### src/rtl/text_box_renderer.sv
// -----------------------------------------------------------------------------
// text_box_renderer
//
// Overlays a rectangular box of 8x16 text glyphs on a VGA pixel stream.
// From the incoming timing it forms the {char_y, char_x} address for an
// external character-code ROM, forwards the returned code plus glyph line to
// an external font ROM, and selects the text colour wherever the fetched
// glyph bit is set. Both ROMs are expected to be synchronous with exactly one
// clock of registered latency; everything else is pipelined to match, so every
// output lags its input by exactly four clocks.
//
// Ports
//   clk, rst                 pixel clock, synchronous active-high reset
//   en                       1: overlay text, 0: delayed pass-through
//   hcount_in, vcount_in     pixel / line counters (11 bits)
//   hsync_in, vsync_in       sync strobes
//   hblnk_in, vblnk_in       blanking strobes
//   rgb_in                   incoming pixel {r,g,b}
//   char_yx                  registered {char_y[4:0], char_x[4:0]} to char ROM
//   char_code                code returned by char ROM (1 clk after char_yx)
//   font_addr                combinational {char_code, glyph_line} to font ROM
//   font_pixels              glyph row from font ROM (1 clk after font_addr),
//                            bit 7 is the leftmost pixel
//   *_out                    timing and pixel outputs, 4 clks after the inputs
// -----------------------------------------------------------------------------
module text_box_renderer #(
    parameter int unsigned XPOS       = 256,
    parameter int unsigned YPOS       = 200,
    parameter int unsigned COLS       = 17,
    parameter int unsigned ROWS       = 5,
    parameter logic [11:0] TEXT_COLOR = 12'hFFF,
    parameter bit          FILL_BG    = 1'b0,
    parameter logic [11:0] BG_COLOR   = 12'h000
) (
    input  logic        clk,
    input  logic        rst,
    input  logic        en,
    input  logic [10:0] hcount_in,
    input  logic [10:0] vcount_in,
    input  logic        hsync_in,
    input  logic        vsync_in,
    input  logic        hblnk_in,
    input  logic        vblnk_in,
    input  logic [11:0] rgb_in,
    output logic [9:0]  char_yx,
    input  logic [6:0]  char_code,
    output logic [10:0] font_addr,
    input  logic [7:0]  font_pixels,
    output logic [10:0] hcount_out,
    output logic [10:0] vcount_out,
    output logic        hsync_out,
    output logic        vsync_out,
    output logic        hblnk_out,
    output logic        vblnk_out,
    output logic [11:0] rgb_out
);

    // Box limits, one bit wider than the counters so that XPOS+8*COLS near
    // the top of the counter range cannot wrap.
    localparam logic [11:0] X_LO = 12'(XPOS);
    localparam logic [11:0] X_HI = 12'(XPOS + 8 * COLS);
    localparam logic [11:0] Y_LO = 12'(YPOS);
    localparam logic [11:0] Y_HI = 12'(YPOS + 16 * ROWS);

    // Video timing bundle that travels with every pixel.
    typedef struct packed {
        logic [10:0] hcount;
        logic [10:0] vcount;
        logic        hsync;
        logic        vsync;
        logic        hblnk;
        logic        vblnk;
        logic [11:0] rgb;
    } tim_t;

    // Per-pixel pipeline payload: timing plus the overlay context.
    typedef struct packed {
        tim_t       tim;
        logic       in_box;
        logic       en;
        logic [2:0] col;
    } pix_t;

    // Half-open range test [lo, hi) on an unsigned counter.
    function automatic logic in_range(input logic [10:0] val,
                                      input logic [11:0] lo,
                                      input logic [11:0] hi);
        return ({1'b0, val} >= lo) && ({1'b0, val} < hi);
    endfunction

    // Glyph bit for a column; column 0 is the leftmost pixel (bit 7).
    function automatic logic glyph_bit(input logic [7:0] row,
                                       input logic [2:0] col);
        return row[3'd7 - col];
    endfunction

    logic [7:0] rel_x_s;
    logic [8:0] rel_y_s;
    logic       in_box_s;

    pix_t       s1_q, s1_d;
    pix_t       s2_q, s2_d;
    pix_t       s3_q, s3_d;
    logic [3:0] line1_q, line1_d;
    logic [3:0] line2_q, line2_d;
    logic [9:0] char_yx_q, char_yx_d;
    tim_t       out_q, out_d;

    // Box-relative coordinates; only the bits that address a 32x32 character
    // grid are kept, so the unused upper difference bits are dropped here.
    assign rel_x_s  = 8'(hcount_in - 11'(XPOS));
    assign rel_y_s  = 9'(vcount_in - 11'(YPOS));
    assign in_box_s = in_range(hcount_in, X_LO, X_HI) &&
                      in_range(vcount_in, Y_LO, Y_HI);

    // Next-state logic for all pipeline stages and the output pixel mux.
    always_comb begin
        s1_d      = '0;
        s2_d      = '0;
        s3_d      = '0;
        line1_d   = 4'd0;
        line2_d   = 4'd0;
        char_yx_d = 10'h000;
        out_d     = '0;

        // E1: capture the pixel and form the character address.
        s1_d.tim.hcount = hcount_in;
        s1_d.tim.vcount = vcount_in;
        s1_d.tim.hsync  = hsync_in;
        s1_d.tim.vsync  = vsync_in;
        s1_d.tim.hblnk  = hblnk_in;
        s1_d.tim.vblnk  = vblnk_in;
        s1_d.tim.rgb    = rgb_in;
        s1_d.in_box     = in_box_s;
        s1_d.en         = en;
        s1_d.col        = rel_x_s[2:0];
        line1_d         = rel_y_s[3:0];
        if (in_box_s) begin
            char_yx_d = {rel_y_s[8:4], rel_x_s[7:3]};
        end else begin
            char_yx_d = 10'h000;
        end

        // E2 / E3: plain delay while the two ROMs do their lookups.
        s2_d    = s1_q;
        line2_d = line1_q;
        s3_d    = s2_q;

        // E4: timing copies straight through, pixel is chosen by priority.
        out_d = s3_q.tim;
        if (s3_q.tim.hblnk || s3_q.tim.vblnk) begin
            out_d.rgb = 12'h000;
        end else if (s3_q.en && s3_q.in_box && glyph_bit(font_pixels, s3_q.col)) begin
            out_d.rgb = TEXT_COLOR;
        end else if (s3_q.en && s3_q.in_box && FILL_BG) begin
            out_d.rgb = BG_COLOR;
        end else begin
            out_d.rgb = s3_q.tim.rgb;
        end
    end

    // Pipeline and output registers; reset flushes every in-flight pixel.
    always_ff @(posedge clk) begin
        if (rst) begin
            s1_q      <= '0;
            s2_q      <= '0;
            s3_q      <= '0;
            line1_q   <= 4'd0;
            line2_q   <= 4'd0;
            char_yx_q <= 10'h000;
            out_q     <= '0;
        end else begin
            s1_q      <= s1_d;
            s2_q      <= s2_d;
            s3_q      <= s3_d;
            line1_q   <= line1_d;
            line2_q   <= line2_d;
            char_yx_q <= char_yx_d;
            out_q     <= out_d;
        end
    end

    // char_code arrives aligned with stage 2, so the glyph line is taken from
    // the same stage; the font ROM then returns its row aligned with stage 3.
    assign font_addr  = {char_code, line2_q};
    assign char_yx    = char_yx_q;

    assign hcount_out = out_q.hcount;
    assign vcount_out = out_q.vcount;
    assign hsync_out  = out_q.hsync;
    assign vsync_out  = out_q.vsync;
    assign hblnk_out  = out_q.hblnk;
    assign vblnk_out  = out_q.vblnk;
    assign rgb_out    = out_q.rgb;

endmodule
### config.mk
export PLATFORM = sky130hd
export DESIGN_NAME = text_box_renderer
export DESIGN_NICKNAME = d
export VERILOG_FILES = /design/src/rtl/text_box_renderer.sv
export SDC_FILE = /design/constraint.sdc
export NUM_CORES = 1
export LEC_CHECK = 0
export ABC_CLOCK_PERIOD_IN_PS = 2250
export BUFFER_PORTS_ARGS = -buffer_cell sky130_fd_sc_hd__buf_2
export CORE_MARGIN = 3
export CORE_UTILIZATION = 40
export CTS_BUF_LIST = sky130_fd_sc_hd__clkbuf_4
export CTS_CLUSTER_SIZE = 24
export DETAILED_ROUTE_END_ITERATION = 10
export GPL_ROUTABILITY_DRIVEN = 0
export SLEW_MARGIN = 20
export SYNTH_ARGS = -nofsm -noshare
export SYNTH_HDL_FRONTEND = slang
export SYNTH_SLANG_ARGS = --single-unit
### constraint.sdc
create_clock -name clk -period 2.25 [get_ports clk]
set_clock_uncertainty 0.15 [all_clocks]
set_input_delay 0.225 -clock clk [delete_from_list [all_inputs] [get_ports clk]]
set_output_delay 0.225 -clock clk [all_outputs]
set_load 0.02 [all_outputs]
==> results.yml, run 1 <==
worst_setup_path:
  cp_slowest_cell: "dlygate4sd3_1"
  cp.arrival_ps: 2070
  required_ps: 2540
  critPathLaunchType: "input pin"
  critPathTopFamily: "buffers and inverters"
  path_class: "in2reg"
  cp_max_fo: 11
  path_cells: "dlygate4sd3_1, buf_2, ha_1, o41ai_1, nand4_1, buf_4, a211oi_2"
  r2r_slack_ps: 650
  r2r_start: "out_d[28]$_SDFF_PP0_"
  r2r_cells: 4
  worst-path-buf-inv: 3
  r2r-end: "rgb_out[0]$_SDFF_PP0_"
  cp_slowest_stage_delay_ps: 530
  end_kind: "flop"
sta:
  setup_viol: 0
  holdWs_ps: 232
  period_needed_ps: 1780
  rsz0062_at_grt: "no"
  finalSetupTns_ps: 0
  max_freq_ghz: 0.563
  maxSlewViolCount: 0
  tightest_slew_ps: 585
  hold_violations: 0
  slew_headroom_pct: 61.0
  period_share_pct: 78.9
drt:
  first_pass_iters: 4
  drt_iter0_markers: 102
  finalWirelength_um: 7600
  ant_nets: 0
  via_per_inst: 4.13
  vias: 2872
  wl_per_cell_um: 10.9
  drc: 0
floorplan:
  num_io_pins: 115
  coreArea_um2: 11700
  die_area_um2: 13700
  rows: 39
  die_h_um: 117
  die_w_um: 117
  initial_core_util_pct: 42.0
synthesis:
  yosys.area.top_type_share_pct: 69.1
  synth_fp_nets: 468
  synthFlopType: "dfxtp_1"
  synthCells: 410
  synthDistinctLibCells: 29
  synth.area.top_cells: "dfxtp_1 69%, nor2b_1 18%, buf_4 1.5%, clkbuf_1 1.4%, nor3b_2 1.0%"
  synth_edf_count: 0
  synth_common_cells: "170 x dfxtp_1, 143 x nor2b_1, 18 x clkbuf_1"
  ys_seq_elements: 170
  synth_top_area_cell: "dfxtp_1"
  yosysWarnings: 0
  syn_avg_cell_area_um2: 12.0
  synth_area_um2: 4920
  async_reset_ff_share_pct: 0
  synth.most_common_cell: "dfxtp_1"
  ys_seq_area_share_pct: 69.1
clock_tree:
  cts_root_buf: "clkbuf_4"
  cts_buffer_depth: 2
  tritoncts: "built"
  clock-sinks: 170
  cts_buffers: 17
  clk_pin_slew_ps: 130
  insertion_delay_ps: 510
  postCtsSetupRepairBufs: 0
  htreeDepth: 4
finish:
  fin_nets: 601
  antenna_cells: 0
  syn2layout_area_growth_pct: 24.8
  filler_cell_count: 1021
  final_cell_area_um2: 6140
  drive_gt1_share_pct: 26.0
run:
  cap_violations: 0
worst_hold_path:
  hold_end: "rgb_out[10]$_SDFF_PP0_"
  min_from: "font_pixels[7]"
  hp-class: "in2reg"
  holdPathStages: 5
placement:
  placed_area_um2: 5490
  place_hpwl_um: 4800
  io_buffers: 100
pwr:
  ir_worst_vdd_mv: 0.359
  power_leakage_uw: 0.00264
  powerDensity_nw_per_um2: 815
grt:
  antenna_found_initial: 0
  grt_pass1_wl_um: 12200
  gr-total-overflow: 0
  grt_max_degree: 83
  grt.total_usage_pct: 11.7
  grt_pass1_vias: 2664
run_status:
  status: "finished clean"
## flip-flops by register name, summed over array words and instances, names as in the netlist
name and cells:
s1_q 40, s2_q 40, out_d 26, s3_q 14, rgb_out 12, hcount_out 11
vcount_out 11, char_yx 10, hblnk_out 1, hsync_out 1, line1_q 1, line2_q 1
vblnk_out 1, vsync_out 1
## layout by cell type, fill, tap and decap left out, types with 4 or more instances in the layout
cell type      instances
nor2_1                 6
inv_1                  4
nor2b_1              143
dfxtp_1              170
dlygate4sd3_1         40
nor3_2                 4
buf_2                 99
nor3b_2                4
o21ai_1               10
buf_4                  5
nand2_1               13
clkbuf_4              17
## through the flow
stage | cells | util (%) | worst slack [ps] | power [µW]
2_1_floorplan | 410 | - | 669 | 3370
3_3_place_gp | 627 | 46.9 | 487 | 3440
3_5_place_dp | 627 | 46.9 | 488 | 3440
4_1_cts | 696 | 52.5 | 537 | 5090
5_1_grt | 696 | 52.5 | 498 | 5260
6_report | 696 | 52.5 | 474 | 5010
## repair_timing
action / 4_1_cts / 5_1_grt
hold buffers: 40 / 0
endpoints found under the hold margin: 51 / 0
setup endpoints to repair: 0 / 0
gates resized for setup: 0 / 0
## how the worst max path moves through the flow
stage	startpoint	to	depth (start not counted)
2_1_floorplan	out_d[28]$_SDFF_PP0_	rgb_out[10]$_SDFF_PP0_	4
3_3_place_gp	vcount_in[3]	char_yx[8]$_SDFF_PP0_	6
3_5_place_dp	vcount_in[3]	char_yx[8]$_SDFF_PP0_	6
4_1_cts	vcount_in[3]	char_yx[8]$_SDFF_PP0_	7
5_1_grt	vcount_in[3]	char_yx[0]$_SDFF_PP0_	7
6_report	vcount_in[3]	char_yx[8]$_SDFF_PP0_	7
## logic make-up after synthesis
kind of cell               after synthesis  share of synthesized area (%)
xor gates and xnor gates                 3                          0.534
buffers and inverters                   35                           3.63
adders and majority gates                2                          0.508
AOI/OAI and AO/OA                       18                           2.34
and+or+nand+nor                        179                           22.7
DFF                                    170                           69.1
muxes                                    3                           1.12
## per-layer routing
| layer | up-vias | GRT usage (%) | part of all wire, % |
|---|---|---|---|
| met3 | 7 | 5.45 | 6.1 |
| met1 | 1246 | 12.7 | 44 |
| li1 | 1543 | - | - |
| met2 | 76 | 19.6 | 48 |
| met4 | 0 | 5.28 | 1.2 |
| met5 | - | 0 | 0 |
## worst register-to-register path: stages, from the launching register on
cell,delay (ps)
dfxtp_1,410
mux4_2,520
mux2i_1,140
buf_4,200
o21ai_0,80
## where the power goes
group / internal (µW) / leakage, µW / switching [µW]
combinational: 160 / 0.00112 / 139
clock: 638 / 0.000131 / 950
sequential: 3100 / 0.00139 / 18.7
## cell type report
cell class / instances / area (µm²) / area share, %
Clock inverter: 12 / 126 / 2.06
Inverter: 4 / 15.0 / 0.244
Multi-Input combinational cell: 205 / 1340 / 21.8
Timing Repair Buffer: 145 / 953 / 15.5
Clock buffer: 17 / 128 / 2.08
Tap cell: 143 / 179 / 2.91
Sequential cell: 170 / 3400 / 55.4
Power figures use the tool's default switching activity.
==> run 2, diff against run 1 <==
Settings changed: ABC_CLOCK_PERIOD_IN_PS 2250 to 1560.
Clock period 2.25 ns to 1.56 ns, I/O delays scaled along.
==> results.yml, run 2 (synthesis gave the netlist of run 1 again) <==
drt:
  ant_nets: 0
  vias: 3060
  finalWirelength_um: 8250
  first_pass_iters: 4
  drc: 0
  via_per_inst: 4.20
  wl_per_cell_um: 11.3
  drt_iter0_markers: 128
finish:
  utilization_pct: 55.0
  syn2layout_area_growth_pct: 30.9
  final_common_cell: "dfxtp_1"
  layout_common_cells: "169 x dfxtp_1, 143 x nor2b_1, 99 x buf_2"
  fin_nets: 630
  drive_gt1_share_pct: 25.9
worst_setup_path:
  required_ps: 1870
  r2r_start: "out_d[28]$_SDFF_PP0_"
  cp_slowest_cell: "dlygate4sd3_1"
  critPathTopFamily: "simple AND/OR/NAND/NOR gates"
  end_kind: "flop"
  cp_max_fo: 11
  critPathLaunchType: "input pin"
  worst-path-buf-inv: 2
  startpoint: "vcount_in[2]"
  r2r_slack_ps: 20
  path_cells: "dlygate4sd3_1, buf_2, or4b_1, o221a_4, nor3b_1"
  cp.arrival_ps: 1860
  cp_slowest_stage_delay_ps: 530
  path_class: "in2reg"
pwr:
  pwr-share-seq_pct: 63.2
  powerDensity_nw_per_um2: 1110
  p_int_uw: 5560
  clkPwrFrac_pct: 29.8
  power.switching_uw: 1570
  finalPower_uw: 7130
  ir_worst_vdd_mv: 0.531
  power_leakage_uw: 0.00282
  power_frac_comb_pct: 7.0
  swShare_pct: 22.0
run_status:
  status: "finished clean"
sta:
  tightest_slew_ps: 509
  rsz0062_at_grt: "yes"
  period_share_pct: 99.5
  slew_headroom_pct: 66.1
  period_needed_ps: 1550
  hold_violations: 0
  maxSlewViolCount: 0
  setup_viol: 0
  max_freq_ghz: 0.645
clock_tree:
  insertion_delay_ps: 530
  htreeDepth: 4
  clk_pin_slew_ps: 120
  postCtsSetupRepairBufs: 0
  cts_root_buf: "clkbuf_4"
  tritoncts: "built"
  clock-sinks: 170
  cts_buffer_depth: 2
  cts_buffers: 17
floorplan:
  die_h_um: 117
  die_area_um2: 13700
  die_w_um: 117
  coreArea_um2: 11700
  num_io_pins: 115
  initial_core_util_pct: 42.0
  rows: 39
grt:
  antenna_found_initial: 0
  grt_pass1_wl_um: 12700
  gr-total-overflow: 0
  grt_max_degree: 92
  grt.total_usage_pct: 12.3
  grt_pass1_vias: 2850
worst_hold_path:
  hp-class: "in2reg"
  min_from: "vcount_in[0]"
placement:
  place_hpwl_um: 4790
  io_buffers: 100
run:
  cap_violations: 0
run 2: cell count changes in the layout (fill, tap and decap cells not counted), moves of 2 or more:
cell	delta
buf_4	+4
clkbuf_4	+3
clkinv_1	+2
clkinv_2	+2
clkinvlp_4	-2
dlygate4sd3_1	+24
inv_6	-2
run 2: per-layer routing:
layer  up-vias  part of all wire [%]  routed length (µm)  GRT usage (%)
met2        85                    50                4100           20.3
met1      1360                    40                3330           12.9
met3        20                   6.9                 567           5.24
li1       1595                     -                   -              -
met5         -                     0                   0              0
met4         0                   3.1                 253           8.10
run 2: final timing paths:
path | endpoint | cells past startpoint
min reg2reg | rgb_out[4]$_SDFF_PP0_ | 2
max reg2reg | rgb_out[11]$_SDFF_PP0_ | 4
max | char_yx[0]$_SDFF_PP0_ | 5
min | char_yx[8]$_SDFF_PP0_ | 4
run 2: through the flow:
stage / setup WS, ps / TNS, ps / instances / cell area [µm²] / hold WS [ps]
after floorplan: 4.62 / 0 / 410 / 4920 / 78.4
after global placement: -45.9 / -160 / 631 / 5520 / 162
after detailed placement: -90.3 / -455 / 631 / 5520 / 162
after CTS: 5.20 / 0 / 726 / 6390 / 72.8
after global routing: -46.2 / -378 / 727 / 6440 / 15.9
final: 8.50 / 0 / 728 / 6440 / 78.4
run 2: cell type report:
type,count,area (µm²)
antenna,1,2.50
clock buffer,20,150
clock inverter,11,81.3
fill,1016,5270
inverter,4,15.0
multi-input combinational,205,1360
sequential,170,3400
tap,143,179
timing repair buffer,174,1260
run 2: power by group through the flow:
stage	sequential, µW	combinational, µW	clock (µW)
after floorplan	4620	236	0
after global placement	4600	357	0
after detailed placement	4600	362	0
after CTS	4510	483	2210
after global routing	4520	548	2390
final	4510	499	2130
run 2: tightest hold or removal path: cells and delay by family:
| kind | cells | cell delay (ps) |
|---|---|---|
| buf+inv | 1 | 80 |
| compound gates | 2 | 360 |
| simple gates | 1 | 120 |
run 2: what timing repair did:
item,in CTS,in global routing
pin swaps,0,1
endpoints found under the setup margin,12,42
hold buffers,64,0
hold endpoints to repair,120,0
gates resized for setup,1,3
gates cloned,0,1
